[config.mk]
export PLATFORM = sky130hd
export DESIGN_NAME = acc_cpu_core
export DESIGN_NICKNAME = d
export VERILOG_FILES = /design/src/rtl/acc_cpu_pkg.sv /design/src/rtl/acc_cpu_alu.sv /design/src/rtl/acc_cpu_core.sv
export SDC_FILE = /design/constraint.sdc
export NUM_CORES = 1
export LEC_CHECK = 0
export BUFFER_PORTS_ARGS = -buffer_cell sky130_fd_sc_hd__buf_2
export CORE_MARGIN = 5
export CORE_UTILIZATION = 55
export CTS_CLUSTER_DIAMETER = 60
export DETAILED_ROUTE_END_ITERATION = 7
export PLACE_DENSITY_LB_ADDON = 0.1
export REMOVE_ABC_BUFFERS = 1
export SYNTH_ARGS = -nofsm -noshare
export SYNTH_HDL_FRONTEND = slang
export SYNTH_SLANG_ARGS = --single-unit
[constraint.sdc]
create_clock -name Clk -period 4.2 [get_ports Clk]
set_input_delay 0.63 -clock Clk [delete_from_list [all_inputs] [get_ports Clk]]
set_output_delay 0.63 -clock Clk [all_outputs]
set_load 0.02 [all_outputs]
[src/rtl/acc_cpu_pkg.sv]
// Shared types for the accumulator CPU core: opcode and FSM state enums,
// the immediate-select bit position, and the branch-offset sign extender.
// Latency: none (types and a pure function). Backpressure: not applicable.
package acc_cpu_pkg;

  typedef enum logic [3:0] {
    OP_ADD  = 4'h0,
    OP_SUB  = 4'h1,
    OP_AND  = 4'h2,
    OP_OR   = 4'h3,
    OP_XOR  = 4'h4,
    OP_SHL  = 4'h5,
    OP_SHR  = 4'h6,
    OP_MOV  = 4'h7,
    OP_GET  = 4'h8,
    OP_LD   = 4'h9,
    OP_ST   = 4'hA,
    OP_BEQ  = 4'hB,
    OP_BR   = 4'hC,
    OP_CMP  = 4'hD,
    OP_NOP  = 4'hE,
    OP_HALT = 4'hF
  } opcode_t;

  typedef enum logic [1:0] {
    S_IDLE   = 2'd0,
    S_RUN    = 2'd1,
    S_LDWAIT = 2'd2,
    S_DONE   = 2'd3
  } state_t;

  localparam int LI_BIT = 8;
  localparam int SEXT_W = 32;

  // Sign-extend the low src_w bits of val to SEXT_W bits. The caller
  // truncates the result to the PC width, which gives modulo-2^PCW offsets.
  function automatic logic [SEXT_W-1:0] sext_off(input logic [SEXT_W-1:0] val,
                                                 input int src_w);
    logic [SEXT_W-1:0] res;
    logic              sgn;
    sgn = 1'b0;
    for (int i = 0; i < SEXT_W; i++) begin
      if (i == src_w - 1) sgn = val[i];
    end
    for (int i = 0; i < SEXT_W; i++) begin
      res[i] = (i < src_w) ? val[i] : sgn;
    end
    return res;
  endfunction

endpackage

[src/rtl/acc_cpu_alu.sv]
// Combinational ALU for opcodes ADD..SHR of the accumulator CPU.
// Latency: 0 cycles (pure combinational). Backpressure: none.
// Ports: i_op opcode, i_acc accumulator, i_opd register operand, i_cin
//        current carry; o_result new acc, o_cout new carry, o_zero result==0.
// Opcodes outside ADD..SHR pass acc and carry through unchanged.
module acc_cpu_alu
  import acc_cpu_pkg::*;
#(
  parameter int DW = 8
) (
  input  opcode_t         i_op,
  input  logic [DW-1:0]   i_acc,
  input  logic [DW-1:0]   i_opd,
  input  logic            i_cin,
  output logic [DW-1:0]   o_result,
  output logic            o_cout,
  output logic            o_zero
);

  logic [DW:0] w_sum;
  logic [DW:0] w_dif;

  assign w_sum = {1'b0, i_acc} + {1'b0, i_opd};
  // Top bit of the widened difference is set exactly when acc < operand.
  assign w_dif = {1'b0, i_acc} - {1'b0, i_opd};

  always_comb begin
    o_result = i_acc;
    o_cout   = i_cin;
    case (i_op)
      OP_ADD: begin
        o_result = w_sum[DW-1:0];
        o_cout   = w_sum[DW];
      end
      OP_SUB: begin
        o_result = w_dif[DW-1:0];
        o_cout   = w_dif[DW];
      end
      OP_AND: o_result = i_acc & i_opd;
      OP_OR:  o_result = i_acc | i_opd;
      OP_XOR: o_result = i_acc ^ i_opd;
      OP_SHL: begin
        o_result = {i_acc[DW-2:0], 1'b0};
        o_cout   = i_acc[DW-1];
      end
      OP_SHR: begin
        o_result = {1'b0, i_acc[DW-1:1]};
        o_cout   = i_acc[0];
      end
      default: begin
        o_result = i_acc;
        o_cout   = i_cin;
      end
    endcase
  end

  assign o_zero = (o_result == '0);

endmodule

[src/rtl/acc_cpu_core.sv]
// Multi-cycle accumulator CPU with Start/Ack run control and perf counters.
// Latency: LD takes 2 cycles (sync-read data memory), every other op 1 cycle.
// Backpressure: none; ROM is combinational, data memory has fixed 1-cycle read.
// Ports: Clk/Reset (sync, active-high), Start in, Ack out (DONE),
//        InstAddress/InstOut ROM, DataAddress/DataWrEn/DataWrite/DataRead
//        data memory, Busy (RUN or LDWAIT), CycleCt/InstrCt perf counters.
// Optional: define ACC_CPU_PERF_EN to build the saturating perf counters;
//           otherwise CycleCt and InstrCt are constant zero.
module acc_cpu_core
  import acc_cpu_pkg::*;
#(
  parameter int              DW       = 8,
  parameter int              NREG     = 16,
  parameter int              PCW      = 10,
  parameter logic [PCW-1:0]  START_PC = '0
) (
  input  logic            Clk,
  input  logic            Reset,
  input  logic            Start,
  output logic            Ack,
  output logic [PCW-1:0]  InstAddress,
  input  logic [8:0]      InstOut,
  output logic [DW-1:0]   DataAddress,
  output logic            DataWrEn,
  output logic [DW-1:0]   DataWrite,
  input  logic [DW-1:0]   DataRead,
  output logic            Busy,
  output logic [15:0]     CycleCt,
  output logic [15:0]     InstrCt
);

  localparam int ACC = NREG - 1;

  state_t           r_state;
  logic [PCW-1:0]   r_pc;
  logic [DW-1:0]    r_regs [NREG];
  logic             r_z;
  logic             r_c;
  logic             r_ack;
  logic             r_busy;

  logic             w_is_li;
  opcode_t          w_op;
  logic [3:0]       w_ridx;
  logic [DW-1:0]    w_acc;
  logic [DW-1:0]    w_opd;
  logic [PCW-1:0]   w_pc_inc;
  logic [PCW-1:0]   w_pc_br;
  logic [DW-1:0]    w_alu_result;
  logic             w_alu_cout;
  logic             w_alu_zero;
  logic             w_mem_phase;

  assign w_is_li  = InstOut[LI_BIT];
  assign w_op     = opcode_t'(InstOut[7:4]);
  assign w_ridx   = InstOut[3:0];
  assign w_acc    = r_regs[ACC];
  assign w_opd    = r_regs[w_ridx];
  assign w_pc_inc = r_pc + PCW'(1);
  assign w_pc_br  = r_pc + PCW'(sext_off(SEXT_W'(w_opd), DW));

  acc_cpu_alu #(.DW(DW)) u_alu (
    .i_op     (w_op),
    .i_acc    (w_acc),
    .i_opd    (w_opd),
    .i_cin    (r_c),
    .o_result (w_alu_result),
    .o_cout   (w_alu_cout),
    .o_zero   (w_alu_zero)
  );

  assign w_mem_phase = (r_state == S_RUN) || (r_state == S_LDWAIT);

  // A restart or reset in the store cycle cancels the store.
  assign DataWrEn    = (r_state == S_RUN) && !Start && !Reset && !w_is_li && (w_op == OP_ST);
  assign DataAddress = w_mem_phase ? w_opd : '0;
  assign DataWrite   = w_acc;
  assign InstAddress = r_pc;
  assign Ack         = r_ack;
  assign Busy        = r_busy;

  always_ff @(posedge Clk) begin
    if (Reset) begin
      r_state <= S_IDLE;
      r_pc    <= START_PC;
      r_z     <= 1'b0;
      r_c     <= 1'b0;
      r_ack   <= 1'b0;
      r_busy  <= 1'b0;
      for (int i = 0; i < NREG; i++) r_regs[i] <= '0;
    end else begin
      case (r_state)
        S_IDLE, S_DONE: begin
          if (Start) begin
            r_state <= S_RUN;
            r_pc    <= START_PC;
            r_ack   <= 1'b0;
            r_busy  <= 1'b1;
          end
        end
        S_RUN: begin
          if (Start) begin
            r_pc <= START_PC;
          end else if (w_is_li) begin
            r_regs[ACC] <= DW'(InstOut[7:0]);
            r_z         <= (InstOut[7:0] == 8'd0);
            r_pc        <= w_pc_inc;
          end else begin
            r_pc <= w_pc_inc;
            case (w_op)
              OP_ADD, OP_SUB, OP_AND, OP_OR, OP_XOR, OP_SHL, OP_SHR: begin
                r_regs[ACC] <= w_alu_result;
                r_z         <= w_alu_zero;
                r_c         <= w_alu_cout;
              end
              OP_MOV:  r_regs[w_ridx] <= w_acc;
              OP_GET:  r_regs[ACC]    <= w_opd;
              OP_LD: begin
                // Address is presented this cycle; data lands next cycle.
                r_state <= S_LDWAIT;
                r_pc    <= r_pc;
              end
              OP_BEQ:  if (r_z) r_pc <= w_pc_br;
              OP_BR:   r_pc <= w_pc_br;
              OP_CMP:  r_z  <= (w_acc == w_opd);
              OP_HALT: begin
                r_state <= S_DONE;
                r_pc    <= r_pc;
                r_ack   <= 1'b1;
                r_busy  <= 1'b0;
              end
              default: ;
            endcase
          end
        end
        S_LDWAIT: begin
          r_regs[ACC] <= DataRead;
          r_z         <= (DataRead == '0);
          r_pc        <= w_pc_inc;
          r_state     <= S_RUN;
        end
        default: r_state <= S_IDLE;
      endcase
    end
  end

`ifdef ACC_CPU_PERF_EN
  logic [15:0] r_cycle_ct;
  logic [15:0] r_instr_ct;
  logic        w_start_acc;
  logic        w_retire;

  // Start is ignored while a load is completing, so it does not clear there.
  assign w_start_acc = Start && (r_state != S_LDWAIT);
  // LD retires in its wait cycle; HALT retires like any other instruction.
  assign w_retire    = ((r_state == S_RUN) && !(!w_is_li && (w_op == OP_LD)))
                     || (r_state == S_LDWAIT);

  always_ff @(posedge Clk) begin
    if (Reset || w_start_acc) begin
      r_cycle_ct <= '0;
      r_instr_ct <= '0;
    end else begin
      if (w_mem_phase && (r_cycle_ct != 16'hFFFF)) r_cycle_ct <= r_cycle_ct + 16'd1;
      if (w_retire && (r_instr_ct != 16'hFFFF))    r_instr_ct <= r_instr_ct + 16'd1;
    end
  end

  assign CycleCt = r_cycle_ct;
  assign InstrCt = r_instr_ct;
`else
  assign CycleCt = 16'd0;
  assign InstrCt = 16'd0;
`endif

endmodule
==> results.txt <==
The number of hold violations in the final report is 0. The total number of vias came out at 7419. The number of synthesized flops with an enable pin is 128.

In this run the horizontal extent of the chip is 138 um. The initial detailed-routing violation count came out at 782. The die outline area is 19100 um^2. The first detailed-routing pass took 8 iterations.

The number of placement rows came out at 46. In this run the worst path has a maximum fanout of 8. The first global-routing pass estimated 41300 um of wire. The worst endpoint required time came out at 4.52 ns. The flow ran to the end, and the final reports show no timing, DRC or antenna violations. In the synthesized netlist the dominant register cell turns out to be sky130_fd_sc_hd__edfxtp_1. The area taken by flip-flops and latches came out at 4140 um^2. Synthesis inferred 143 register bits. Setup repair after global routing left no endpoint under its margin.

The post-synthesis cell count came out at 830. The clock net sink count came out at 143. The standard cell area after detailed placement is 9750 um^2.

The worst setup path is launched from an input port. The maximum number of pins on one net before global-route repair came out at 44. The worst path needs 3.92 ns of the cycle, external delays included. The synthesized area divided by synthesized cell count came out at 10.9 um^2. Once the clock tree was built, the resizer swapped 0 gates to a different size. The via-per-instance ratio came out at 6.53. The filler cell count came out at 1314. The total overflow left after global routing is 0. The number of H-tree levels is 4. The top cell types in the final layout, fill and taps aside, are 128 x sky130_fd_sc_hd__edfxtp_1, 102 x sky130_fd_sc_hd__nor3_1, 84 x sky130_fd_sc_hd__buf_4. The height of the chip is 138 um. Once the floorplan was initialized, standard cells occupied 56.4% of the core. In the finished design, the share of the clock period the worst path needs comes to 93.3%.

The final cell area excluding filler cells is 10300 um^2. The number of distinct library cell variants in the gate-level netlist after synthesis came out at 75. Port buffering added 48 buffers. VDD sags by at most 303 uV. The clock latency reported for the late side of the worst-skew pair is 0.43 ns. The weighted congestion at the end of routability-driven global placement came out at 0.976. The cell sitting at the root of the clock tree is a sky130_fd_sc_hd__clkbuf_16. The leakage power came out at 0.00383 uW. Yosys printed 0 warnings. The completed layout was analyzed and its total power is 3880 uW. The number of antenna violations at the first check in global routing is 0.

The combined area of the multi-input logic cells came out at 4330 um^2. The endpoint arrival time on the critical path is 4.24 ns. TritonCTS built the clock tree. Detailed placement finished with a half-perimeter wire length of 18800 um.

Across the run, the number of max-cap violations was 0. The clock skew after layout came out at 0.0109 ns. The critical path in this run is classified as input port to flop.

The number of failing setup endpoints in the final timing report is 0. The fraction of layout cells with a size suffix above 1 is 23.2%. In this run the power density over the cells is 376 nW/um^2. Hold repair after CTS inserted 0 buffers. At the end of the flow, the number of nets in the layout was 969. In this run the remaining antenna-violating nets after routing total 0. Summing the sequential cell areas from Yosys gives 45.9% of the chip area. During I/O placement, the number of pins put on the boundary was 81. The via count of the first global-routing pass came to 7167. In the final routed layout, each cell accounts on average for 23.5 um. The post-CTS setup-driven buffer insertion count is 0.

The number of diodes added for antenna fixing came out at 0. The worst setup path is captured at a flop. The proportion of register bits with asynchronous set or reset after synthesis is 0%.

The upper clock frequency limit came out at 255 MHz. The max-slew violation count came out at 0. The clock passes through at most 2 buffers. The clock buffer count from CTS is 17. The post-synth design cell area is 9020 um^2. The library cell used most frequently in the layout, excluding fill and tap cells, is sky130_fd_sc_hd__edfxtp_1. In the global route stage, overall resource usage came out at 27.8%. The slew at the pin with the worst max-slew slack came out at 0.949 ns. The final layout contains routed wiring with a total length of 26700 um. The worst max-slew margin expressed relative to the limit came out at 36.2%. Hold timing on the final database bottoms out at a slack of 0.485 ns.

The area growth from synthesis to layout is 14.2%. The worst hold path belongs to the class flop to flop. After clock tree synthesis, the clock-pin slew on the worst setup and hold paths is 0.06 ns.

The core area came out at 16000 um^2. The number of remaining DRC errors came out at 0.
==> metrics by stage <==
step	std cells	util [%]	setup slack (ns)	TNS, ns
after floorplan	757	-	0.427	0
after global placement	1106	61.0	-0.197	-0.508
after detailed placement	1106	61.0	-0.182	-0.809
after CTS	1136	64.4	0.263	0
after global routing	1136	64.4	0.0552	0
final	1136	64.4	0.279	0
==> routing by layer <==
metal  global-route usage (%)  routed length [um]  up-vias
li1                         -                   -     3296
met1                     36.3               10400     3616
met2                     44.0               12800      431
met3                     7.79                2490       76
met4                     11.3                 993        0
met5                        0                   0        -
==> final timing paths <==
kind | startpoint | end | slack, ns | cells after the start
setup / recovery | InstOut[0] | r_z | 0.28 | 15
hold / removal | Ack | Ack | 0.48 | 2
setup reg to reg | r_regs[15][0] | r_z | 0.31 | 12
hold reg to reg | Ack | Ack | 0.48 | 2
==> cell type report <==
class,count,area share [%]
Clock buffer,20,4.24
Inverter,32,1.17
Sequential cell,143,40.2
Timing Repair Buffer,133,8.64
Clock inverter,10,1.12
Tap cell,216,2.62
Multi-Input combinational cell,582,42.0
==> sequential cells by signal (all words and copies together), names as in the netlist <==
register,cells
Ack,1
r_state,2
Busy,1
InstAddress,10
r_regs,128
r_z,1
==> synthesized netlist by cell type, drive strengths merged, types with 6 or more instances <==
cell type	number	area, um^2
nor2	56	210
clkbuf	51	193
a21oi	39	195
o22ai	6	37.5
o31ai	9	67.6
a31oi	9	56.3
buf	53	352
edfxtp	128	3840
nand3	8	40.0
nor3	102	510
mux4	41	923
dfxtp	15	300
nand2	29	109
a22oi	10	80.1
nor4	38	259
o21ai	39	195
nand2b	12	75.1
o21bai	6	45.0
xnor2	8	77.6
xor2	6	52.6
ha	37	463
inv	27	101
and3	8	50.1
==> logic make-up (layout without fill, tap and decap cells) <==
logic type | count (synthesis) | after routing | share of synthesized area (%)
fa+ha+maj | 40 | 40 | 5.80
other cells | 1 | 32 | 0.0416
simple gates | 284 | 284 | 16.4
flops | 143 | 143 | 45.9
compound gates | 164 | 164 | 12.0
mux | 48 | 48 | 11.0
xor+xnor | 14 | 14 | 1.44
buf+inv | 136 | 195 | 7.37
==> power breakdown <==
group / internal (uW) / leakage [uW] / switching (uW)
clock network: 866 / 0.000265 / 588
registers: 1600 / 0.00145 / 30.6
logic: 307 / 0.00212 / 490
total: 2770 / 0.00383 / 1110
==> critical path, stage by stage <==
cell and delay (ns):
sky130_fd_sc_hd__buf_2 0.23, sky130_fd_sc_hd__buf_4 0.26, sky130_fd_sc_hd__buf_4 0.17, sky130_fd_sc_hd__mux4_2 0.54, sky130_fd_sc_hd__mux4_2 0.55, sky130_fd_sc_hd__inv_1 0.15
sky130_fd_sc_hd__ha_1 0.30, sky130_fd_sc_hd__inv_1 0.09, sky130_fd_sc_hd__nor4_1 0.05, sky130_fd_sc_hd__a2111oi_0 0.38, sky130_fd_sc_hd__buf_4 0.19, sky130_fd_sc_hd__xnor2_1 0.05
sky130_fd_sc_hd__o221ai_1 0.26, sky130_fd_sc_hd__o21ai_0 0.15, sky130_fd_sc_hd__a41o_1 0.23
Note: power is estimated with default switching activity, not from simulation.
